$ cat config.mk
export PLATFORM = sky130hd
export DESIGN_NAME = rainbow_duty_gen_flat
export DESIGN_NICKNAME = d
export VERILOG_FILES = /design/src/rtl/rainbow_duty_gen_if.sv /design/src/rtl/rainbow_duty_gen.sv /design/src/flat_wrapper.sv
export SDC_FILE = /design/constraint.sdc
export NUM_CORES = 1
export LEC_CHECK = 0
export ABC_AREA = 1
export CAP_MARGIN = 20
export CORE_AREA = 5 5 114 116
export DETAILED_ROUTE_END_ITERATION = 10
export DIE_AREA = 0 0 119 121
export GPL_ROUTABILITY_DRIVEN = 0
export GPL_TIMING_DRIVEN = 1
export HOLD_SLACK_MARGIN = 0.15
export PLACE_DENSITY = 0.61
export SYNTH_ARGS = -nofsm -noshare
export SYNTH_HDL_FRONTEND = slang
export SYNTH_SLANG_ARGS = --single-unit
$ cat constraint.sdc
create_clock -name CLK -period 2.67 [get_ports CLK]
set_clock_uncertainty 0.05 [all_clocks]
set_input_delay 0.6675 -clock CLK [delete_from_list [all_inputs] [get_ports CLK]]
set_output_delay 0.6675 -clock CLK [all_outputs]
set_load 0.005 [all_outputs]
$ cat src/rtl/rainbow_duty_gen_if.sv
// Sequencer <-> PWM-stage bundle: period strobe/enable in, duty triplet + hue sector out.
interface rainbow_duty_gen_if #(
  parameter int DUTY_W = 12
);
  logic              frame_tick;
  logic              en;
  logic [DUTY_W-1:0] duty_r;
  logic [DUTY_W-1:0] duty_g;
  logic [DUTY_W-1:0] duty_b;
  logic              duty_vld;
  logic [2:0]        sector;

  modport master (output frame_tick, en,
                  input  duty_r, duty_g, duty_b, duty_vld, sector);
  modport slave  (input  frame_tick, en,
                  output duty_r, duty_g, duty_b, duty_vld, sector);
endinterface

$ cat src/rtl/rainbow_duty_gen.sv
// Six-sector hue-wheel walker producing registered R/G/B PWM duties, stepped on frame ticks.
// Optional macro RAINBOW_INVERT_EN drives every duty as DUTY_MAX - value (common-anode).
module rainbow_duty_gen #(
  parameter int PERIOD = 2450,
  parameter int DUTY_W = 12,
  parameter int INC    = 49,
  parameter int DIV    = 1
) (
  input  logic               CLK,
  input  logic               RST,
  rainbow_duty_gen_if.slave  bus
);
  localparam int DUTY_MAX = PERIOD - 1;
  localparam int DIV_W    = (DIV > 1) ? $clog2(DIV) : 1;
  localparam logic [DUTY_W-1:0] M = DUTY_W'(DUTY_MAX);
  localparam logic [DUTY_W-1:0] Z = '0;
`ifdef RAINBOW_INVERT_EN
  localparam logic [2:0][DUTY_W-1:0] RST_DUTY = {Z, M, M};
`else
  localparam logic [2:0][DUTY_W-1:0] RST_DUTY = {M, Z, Z};
`endif

  logic [2:0]              r_sector;
  logic [DUTY_W-1:0]       r_ramp;
  logic [DIV_W-1:0]        r_div_cnt;
  logic [2:0][DUTY_W-1:0]  r_duty;   // [2]=R [1]=G [0]=B
  logic                    r_vld;

  logic                    w_tick, w_div_wrap, w_step;
  logic [DUTY_W:0]         w_sum;
  logic [2:0]              w_sector_nxt;
  logic [DUTY_W-1:0]       w_ramp_nxt;
  logic [2:0][DUTY_W-1:0]  w_map;
  logic [2:0][DUTY_W-1:0]  w_out;

  assign w_tick     = bus.frame_tick & bus.en;
  assign w_div_wrap = (r_div_cnt == DIV_W'(DIV - 1));
  assign w_step     = w_tick & w_div_wrap;
  assign w_sum      = {1'b0, r_ramp} + (DUTY_W+1)'(INC);

  // Last ramp value of a sector is skipped so the next sector's ramp 0 continues the curve.
  always_comb begin
    w_sector_nxt = r_sector;
    w_ramp_nxt   = w_sum[DUTY_W-1:0];
    if (r_sector > 3'd5) begin
      w_sector_nxt = 3'd0;
      w_ramp_nxt   = '0;
    end else if (w_sum >= (DUTY_W+1)'(DUTY_MAX)) begin
      w_ramp_nxt   = '0;
      w_sector_nxt = (r_sector == 3'd5) ? 3'd0 : r_sector + 3'd1;
    end
  end

  // Outputs are mapped from the next state so they land together with the sector update.
  always_comb begin
    w_map = {M, Z, Z};
    case (w_sector_nxt)
      3'd0:    w_map = {M, w_ramp_nxt, Z};
      3'd1:    w_map = {M - w_ramp_nxt, M, Z};
      3'd2:    w_map = {Z, M, w_ramp_nxt};
      3'd3:    w_map = {Z, M - w_ramp_nxt, M};
      3'd4:    w_map = {w_ramp_nxt, Z, M};
      3'd5:    w_map = {M, Z, M - w_ramp_nxt};
      default: w_map = {M, Z, Z};
    endcase
  end

  for (genvar ch = 0; ch < 3; ch++) begin : g_ch
`ifdef RAINBOW_INVERT_EN
    assign w_out[ch] = M - w_map[ch];
`else
    assign w_out[ch] = w_map[ch];
`endif
  end

  always_ff @(posedge CLK or negedge RST) begin
    if (!RST) begin
      r_sector  <= 3'd0;
      r_ramp    <= '0;
      r_div_cnt <= '0;
      r_duty    <= RST_DUTY;
      r_vld     <= 1'b0;
    end else begin
      r_vld <= w_step;
      if (w_tick)
        r_div_cnt <= w_div_wrap ? '0 : r_div_cnt + DIV_W'(1);
      if (w_step) begin
        r_sector <= w_sector_nxt;
        r_ramp   <= w_ramp_nxt;
        r_duty   <= w_out;
      end
    end
  end

  assign bus.duty_r   = r_duty[2];
  assign bus.duty_g   = r_duty[1];
  assign bus.duty_b   = r_duty[0];
  assign bus.duty_vld = r_vld;
  assign bus.sector   = r_sector;
endmodule

$ cat src/flat_wrapper.sv
// flat-port wrapper written by rule: the top's interface ports become plain ports
module rainbow_duty_gen_flat 
#(
  parameter int PERIOD = 2450,
  parameter int DUTY_W = 12,
  parameter int INC    = 49,
  parameter int DIV    = 1
)
  (CLK, RST, bus_frame_tick, bus_en, bus_duty_r, bus_duty_g, bus_duty_b, bus_duty_vld, bus_sector);
  rainbow_duty_gen_if #(.DUTY_W(DUTY_W)) bus_i ();
  input  logic CLK;
  input  logic RST;
  input wire logic [$bits(bus_i.frame_tick)-1:0] bus_frame_tick;
  input wire logic [$bits(bus_i.en)-1:0] bus_en;
  output wire logic [$bits(bus_i.duty_r)-1:0] bus_duty_r;
  output wire logic [$bits(bus_i.duty_g)-1:0] bus_duty_g;
  output wire logic [$bits(bus_i.duty_b)-1:0] bus_duty_b;
  output wire logic [$bits(bus_i.duty_vld)-1:0] bus_duty_vld;
  output wire logic [$bits(bus_i.sector)-1:0] bus_sector;
  assign bus_i.frame_tick = bus_frame_tick;
  assign bus_i.en = bus_en;
  assign bus_duty_r = bus_i.duty_r;
  assign bus_duty_g = bus_i.duty_g;
  assign bus_duty_b = bus_i.duty_b;
  assign bus_duty_vld = bus_i.duty_vld;
  assign bus_sector = bus_i.sector;
  rainbow_duty_gen #(.PERIOD(PERIOD), .DUTY_W(DUTY_W), .INC(INC), .DIV(DIV)) u_core (.CLK(CLK), .RST(RST), .bus(bus_i));
endmodule
==> key figures, run 1 <==
Layout
  • Sequential Area: 1311 µm²
  • Ratio of cells with drive above 1 in the final layout: 38.09%
  • Count of nets after finishing: 581
  • Final-layout fill cell count: 1178
  • Total area of multi-input combinational cells: 2291 µm²
  • Inserted Diodes: 0
  • Finished Core Util: 43.35%
  • Area growth syn-to-layout: 46.93%
  • Post-layout instance count excluding filler cells: 722

Critical path
  • Kind of start point of the critical path: flip-flop
  • Highest-delay cell along the critical path: dfrtp_1
  • Required @ worst endpoint: 2.81 ns
  • Levels on crit path: 21
  • R2R depth: 21
  • Crit Path Max Fanout: 8
  • Data arrival time of the critical path: 2.81 ns
  • Ordered list of cells on the worst path: ha_4 -> nand3_4 -> nand2_8 -> nand2_1 -> nand2_1 -> nand2_2 -> inv_2 -> nor2_4 -> nand2_2 -> nand2_4 -> nand2_4 -> nor2_8 -> nand2_8 -> buf_6 -> nor2_4 -> inv_4 -> xor2_2 -> nand2_1 -> nand2_1 -> nand2_1 -> nand2_1
  • Category of the worst setup path capture point: flip-flop
  • Number of buffers and inverters on the critical path: 3
  • Critical path type: flip-flop to flip-flop
  • Dominant cell type by count on the critical path: nand2_1
  • Largest delay share family, worst path: simple AND/OR/NAND/NOR gates
  • R2r setup slk: -0.007 ns
  • Highest cell delay on the worst timing path: 0.44 ns

Placed design
  • Placed cell count: 694
  • Worst slack, placed: -0.03538 ns
  • # port buffers: 43
  • Detailed placement HPWL: 8137 µm

Clocking
  • Root Buffer Master: clkbuf_16
  • Number of sinks driven by the clock tree: 52
  • TritonCTS clock tree: yes
  • Max Buffers Root-to-Sink: 2
  • Clk slew on worst S/H paths: 0.07 ns
  • Clock buffer count from CTS: 5
  • Worst-skew pair later-pin latency: 0.29 ns
  • Htree depth: 2

Pwr
  • Peak supply drop: 0.0005977 V
  • Lkg Pwr: 2.294 nW
  • Total Power: 7.022 mW
  • P per Cell Area: 1372 nW/µm²

GRT
  • Most Crowded Layer GR: met2
  • Met3 track utilization from global routing: 2.378%
  • Number of global-route vias before repair: 3655
  • Aggregate global routing overflow: 0
  • Met2 global-route usage: 24.90%
  • First-pass GRT wire length: 17920 µm
  • Largest net degree at the start of global routing: 32
  • Total global-route track usage: 15.08%
  • Met1 routing resource usage after global routing: 20.29%
  • Initial antenna violation count: 0

Routing
  • Wire length per cell: 16.03 µm
  • Wirelength, routed: 11580 µm
  • Vias per std cell: 5.060
  • Initial DRT Pass Iterations: 4
  • Via count: 3653
  • Post-route DRC violation count: 0
  • 1st-iter DRT viols: 255
  • Post-route ant nets: 0

Timing
  • Final setup violation count: 6
  • Summed negative setup slack over all endpoints: -0.02178 ns
  • Relative slew slack: 55.63%
  • Final number of max-transition violations: 0
  • Min cycle time layout: 2.677 ns
  • Total count of hold-check failures in the final report: 0
  • Slew at the pin with the worst max-slew slack: 0.6655 ns
  • F_max: 373.5 MHz
  • Final Worst Setup Slack: -0.007098 ns
  • Final critical-path share of the clock period: 100.3%
  • RSZ-0062 raised after global routing: yes

Status
  • Outcome: finished, violations left
  • Violated checks: setup timing

Logic synthesis
  • Post-synth ARST share: 100.0%
  • Top-count cell post-synth: nand2_1
  • Cell types occupying the most area after synthesis: dfrtp_1 (34%), nand2_1 (12%), nand3_1 (6.2%), a21oi_1 (5.6%), nor2_1 (5.6%)
  • Number of nets produced by synthesis: 482
  • Leading cell types by count after synthesis: nand2_1 (113), nor2_1 (52), dfrtp_1 (47)
  • EDFF count, synth: 0
  • Commonest register cell after synthesis: dfrtp_1
  • Post-Syn Area per Cell: 7.336 µm²
  • Sequential cell area fraction in the yosys report: 37.52%
  • Cell area after synthesis: 3485 µm²
  • Flops & latches, synth: 52
  • Yosys top cell by area: dfrtp_1
  • Synth Warn #: 0
  • Cells after Synth: 475
  • Fraction of post-synthesis cell area in the top cell type by area: 33.75%
  • Unique cell type count in the Yosys netlist: 39

Die
  • Width of the die: 119 µm
  • Total Die Area: 14400 µm²
  • Effective utilization at floorplan: 29.50%
  • Number of standard-cell rows in the floorplan: 40
  • Number of top-level pins: 44
  • Core outline area: 11810 µm²
  • Height of the chip: 121 µm

Job
  • MaxCap Viol Count: 0

Hold path
  • Worst min-delay path class: primary input to async pin
flip-flops by register name, indices dropped and copies added, names as in the netlist:
name / flops
u_core.bus.duty_b: 12
u_core.bus.duty_vld: 1
u_core.r_ramp: 12
u_core.bus.sector: 3
u_core.bus.duty_r: 12
u_core.bus.duty_g: 12
repair_timing:
item / in CTS / in global routing
pin swaps: 8 / 34
hold buffers: 0 / 0
buffers inserted: 1 / 18
resized for setup: 24 / 98
cloned: 0 / 1
setup endpoints to repair: 20 / 38
path summary, 6_finish.rpt:
| kind | from | to |
|---|---|---|
| setup / recovery | u_core.r_ramp[0]$_DFFE_PN0P_ | u_core.bus.duty_g[5]$_DFFE_PN0P_ |
| hold / removal | RST | u_core.bus.sector[2]$_DFFE_PN0P_ |
| setup reg to reg | u_core.r_ramp[0]$_DFFE_PN0P_ | u_core.bus.duty_g[5]$_DFFE_PN0P_ |
| hold reg to reg | u_core.bus.duty_r[8]$_DFFE_PN1P_ | u_core.bus.duty_r[8]$_DFFE_PN1P_ |
| max in group asynchronous | RST | u_core.bus.duty_r[4]$_DFFE_PN1P_ |
| min in group CLK | u_core.bus.duty_r[8]$_DFFE_PN1P_ | u_core.bus.duty_r[8]$_DFFE_PN1P_ |
final cells by class:
| class | instances | share of cell area [%] |
|---|---|---|
| Multi-Input combinational cell | 353 | 44.75 |
| Sequential cell | 52 | 25.61 |
| Timing Repair Buffer | 107 | 18.70 |
| Inverter | 54 | 4.277 |
| Tap cell | 147 | 3.592 |
| Clock buffer | 7 | 2.786 |
| Clock inverter | 1 | 0.1466 |
| Timing Repair inverter | 1 | 0.1466 |
cell usage in the layout, fill, tap and decap left out, drive strengths merged:
| cell | instances |
|---|---|
| o21ai | 28 |
| nand4 | 9 |
| clkdlybuf4s50 | 42 |
| buf | 65 |
| clkinvlp | 3 |
| nor2 | 67 |
| xor2 | 3 |
| nor3 | 4 |
| nand3 | 51 |
| a21oi | 43 |
| dfrtp | 47 |
| inv | 52 |
| xnor2 | 1 |
| clkinv | 1 |
| o211ai | 3 |
| a22oi | 5 |
| o21bai | 1 |
| nand3b | 1 |
| o2111ai | 1 |
| nand2 | 131 |
| clkbuf | 7 |
| dfstp | 5 |
| a31oi | 2 |
| ha | 3 |
per-stage QoR:
step	instance area (µm²)	hold slack (ns)
after floorplan	3485	0.3219
after detailed placement	4372	0.4200
after global placement	4372	0.4096
after CTS	4627	0.3887
final	5120	0.3505
after global routing	5120	0.4180
layer usage:
| layer | wire length [µm] | vias up |
|---|---|---|
| met1 | 4894 | 1751 |
| met3 | 727 | 17 |
| met4 | 203 | 0 |
| li1 | - | 1743 |
| met5 | 0 | - |
| met2 | 5752 | 142 |
report_power, final:
group          leakage [nW]  switching [mW]  total (mW)  internal, mW
logic                  1.59            2.82        4.91          2.09
registers             0.635           0.295        1.44          1.15
clock network        0.0701           0.295       0.669         0.374
cell families after synthesis:
kind of cell | share of synthesized area (%)
flip-flops | 37.52
adder cells (fa/ha/maj) | 1.077
buffers and inverters | 8.259
XOR/XNOR | 1.221
AND/OR/NAND/NOR | 38.60
AO/OA/AOI/OAI | 13.32
Note: power is estimated with default switching activity, not from simulation.
==> run 2: changes to the inputs <==
==> constraint.sdc (replaced) <==
create_clock -name CLK -period 2.67 [get_ports CLK]
set_clock_uncertainty 0.05 [all_clocks]
set_input_delay 0.534 -clock CLK [delete_from_list [all_inputs] [get_ports CLK]]
set_output_delay 0.534 -clock CLK [all_outputs]
set_load 0.005 [all_outputs]
==> key figures, run 2 (same netlist as run 1, synthesis figures left out) <==
Routing
  • Wire length per cell: 15.76 µm
  • Total met3 wirelength after detailed routing: 770 µm
  • Vias per std cell: 5.130
  • Met2 wire length: 5505 µm
  • Post-route DRC violation count: 0
  • 1st-iter DRT viols: 266
  • Post-route ant nets: 0
  • Wirelength, routed: 11360 µm
  • Via count: 3699
  • Initial DRT Pass Iterations: 5
  • Met1 layer wirelength in the final routing: 4921 µm
  • Max Used Layer: met4

Timing
  • Final setup violation count: 19
  • RSZ-0062 raised after global routing: yes
  • Final number of max-transition violations: 0
  • Min cycle time layout: 2.758 ns
  • Final critical-path share of the clock period: 103.3%
  • F_max: 362.5 MHz
  • Slew at the pin with the worst max-slew slack: 0.6619 ns
  • Summed negative setup slack over all endpoints: -0.7543 ns
  • Final Worst Setup Slack: -0.08825 ns
  • Worst Hold Margin: 0.2203 ns
  • Relative slew slack: 55.87%
  • Total count of hold-check failures in the final report: 0

Critical path
  • Crit Path Max Fanout: 8
  • Data arrival time of the critical path: 2.88 ns
  • R2r setup slk: -0.09 ns
  • Kind of start point of the critical path: flip-flop
  • Critical path type: flip-flop to flip-flop
  • Required @ worst endpoint: 2.80 ns
  • Category of the worst setup path capture point: flip-flop

GRT
  • Initial antenna violation count: 0
  • Aggregate global routing overflow: 0
  • Total global-route track usage: 14.82%
  • First-pass GRT wire length: 17570 µm
  • Number of global-route vias before repair: 3624
  • Largest net degree at the start of global routing: 36

Layout
  • Finished Core Util: 43.32%
  • Post-route cell area: 5116 µm²
  • Commonest cells after routing, fill and taps aside: nand2_1 (87), buf_4 (55), nor2_1 (46)
  • Area growth syn-to-layout: 46.82%
  • Ratio of cells with drive above 1 in the final layout: 37.28%
  • Inserted Diodes: 0
  • Final-layout fill cell count: 1142
  • Sequential Area: 1311 µm²
  • Count of nets after finishing: 580
  • Post-layout instance count excluding filler cells: 721
  • Total area of multi-input combinational cells: 2288 µm²
  • Leading cell type in the layout, fill and taps excluded: nand2_1

Clocking
  • Clk slew on worst S/H paths: 0.07 ns
  • Clock buffer count from CTS: 5
  • Number of sinks driven by the clock tree: 52
  • TritonCTS clock tree: yes
  • Htree depth: 2
  • Root Buffer Master: clkbuf_16
  • Worst-skew pair later-pin latency: 0.29 ns
  • # hold bufs at CTS: 0
  • Max Buffers Root-to-Sink: 2

Die
  • Effective utilization at floorplan: 29.50%
  • Height of the chip: 121 µm
  • Number of top-level pins: 44
  • Width of the die: 119 µm
  • Total Die Area: 14400 µm²
  • Number of standard-cell rows in the floorplan: 40
  • Core outline area: 11810 µm²

Placed design
  • Worst slack, placed: -0.05219 ns
  • Placed cell count: 695
  • Detailed placement HPWL: 8119 µm
  • Dpl cell area: 4379 µm²
  • # port buffers: 43

Pwr
  • P per Cell Area: 1376 nW/µm²
  • Total Power: 7.040 mW
  • Lkg Pwr: 2.283 nW
  • Peak supply drop: 0.0006455 V

Status
  • Outcome: finished, violations left
  • Violated checks: setup timing

Hold path
  • Worst min-delay path class: primary input to async pin

Job
  • MaxCap Viol Count: 0
run 2: worst paths after layout:
kind                                                  startpoint                               end  depth (start not counted)
max in group asynchronous                                    RST  u_core.bus.duty_r[0]$_DFFE_PN1P_                          2
worst min-delay path                                         RST  u_core.bus.sector[2]$_DFFE_PN0P_                          1
worst max register to register      u_core.r_ramp[0]$_DFFE_PN0P_  u_core.bus.duty_r[9]$_DFFE_PN0P_                         16
worst min register to register  u_core.bus.duty_r[8]$_DFFE_PN1P_  u_core.bus.duty_r[8]$_DFFE_PN1P_                          2
min in group CLK                u_core.bus.duty_r[8]$_DFFE_PN1P_  u_core.bus.duty_r[8]$_DFFE_PN1P_                          2
worst max-delay path                u_core.r_ramp[0]$_DFFE_PN0P_  u_core.bus.duty_r[9]$_DFFE_PN0P_                         16
run 2: repair_timing:
action	4_1_cts	5_1_grt
pin swaps	9	50
hold endpoints to repair	0	0
resized for setup	17	99
setup endpoints to repair	21	38
setup buffers	2	15
cloned	0	1
run 2: routing by layer:
metal / global-route usage [%] / up-vias
met1: 19.54 / 1813
li1: - / 1748
met5: 0 / -
met2: 24.27 / 123
met4: 4.562 / 0
met3: 3.263 / 15
run 2: cell type report:
class                      instances  area share, %
multi-input combinational        353          44.73
tap                              147          3.595
inverter                          54          4.304
clock buffer                       7          2.788
timing repair inverter             1         0.1467
timing repair buffer             106          18.66
sequential                        52          25.63
clock inverter                     1         0.1467
run 2: power by group:
part	switching, mW	internal (mW)	leakage, nW
clock network	0.289	0.374	0.0701
registers	0.296	1.15	0.635
logic	2.79	2.14	1.58
run 2: worst max-delay path, cell delays in order, from the launching register on:
cell	delay, ns
dfrtp_1	0.43
ha_4	0.20
nand3_4	0.11
nand2_8	0.13
xor2_2	0.17
nand3_1	0.11
nand2_1	0.10
nand2_2	0.08
nand2_4	0.10
nand2_4	0.07
nor2_8	0.18
nand2_4	0.09
nand4_1	0.17
clkinvlp_4	0.27
buf_6	0.22
nand3_1	0.08
a21oi_1	0.07
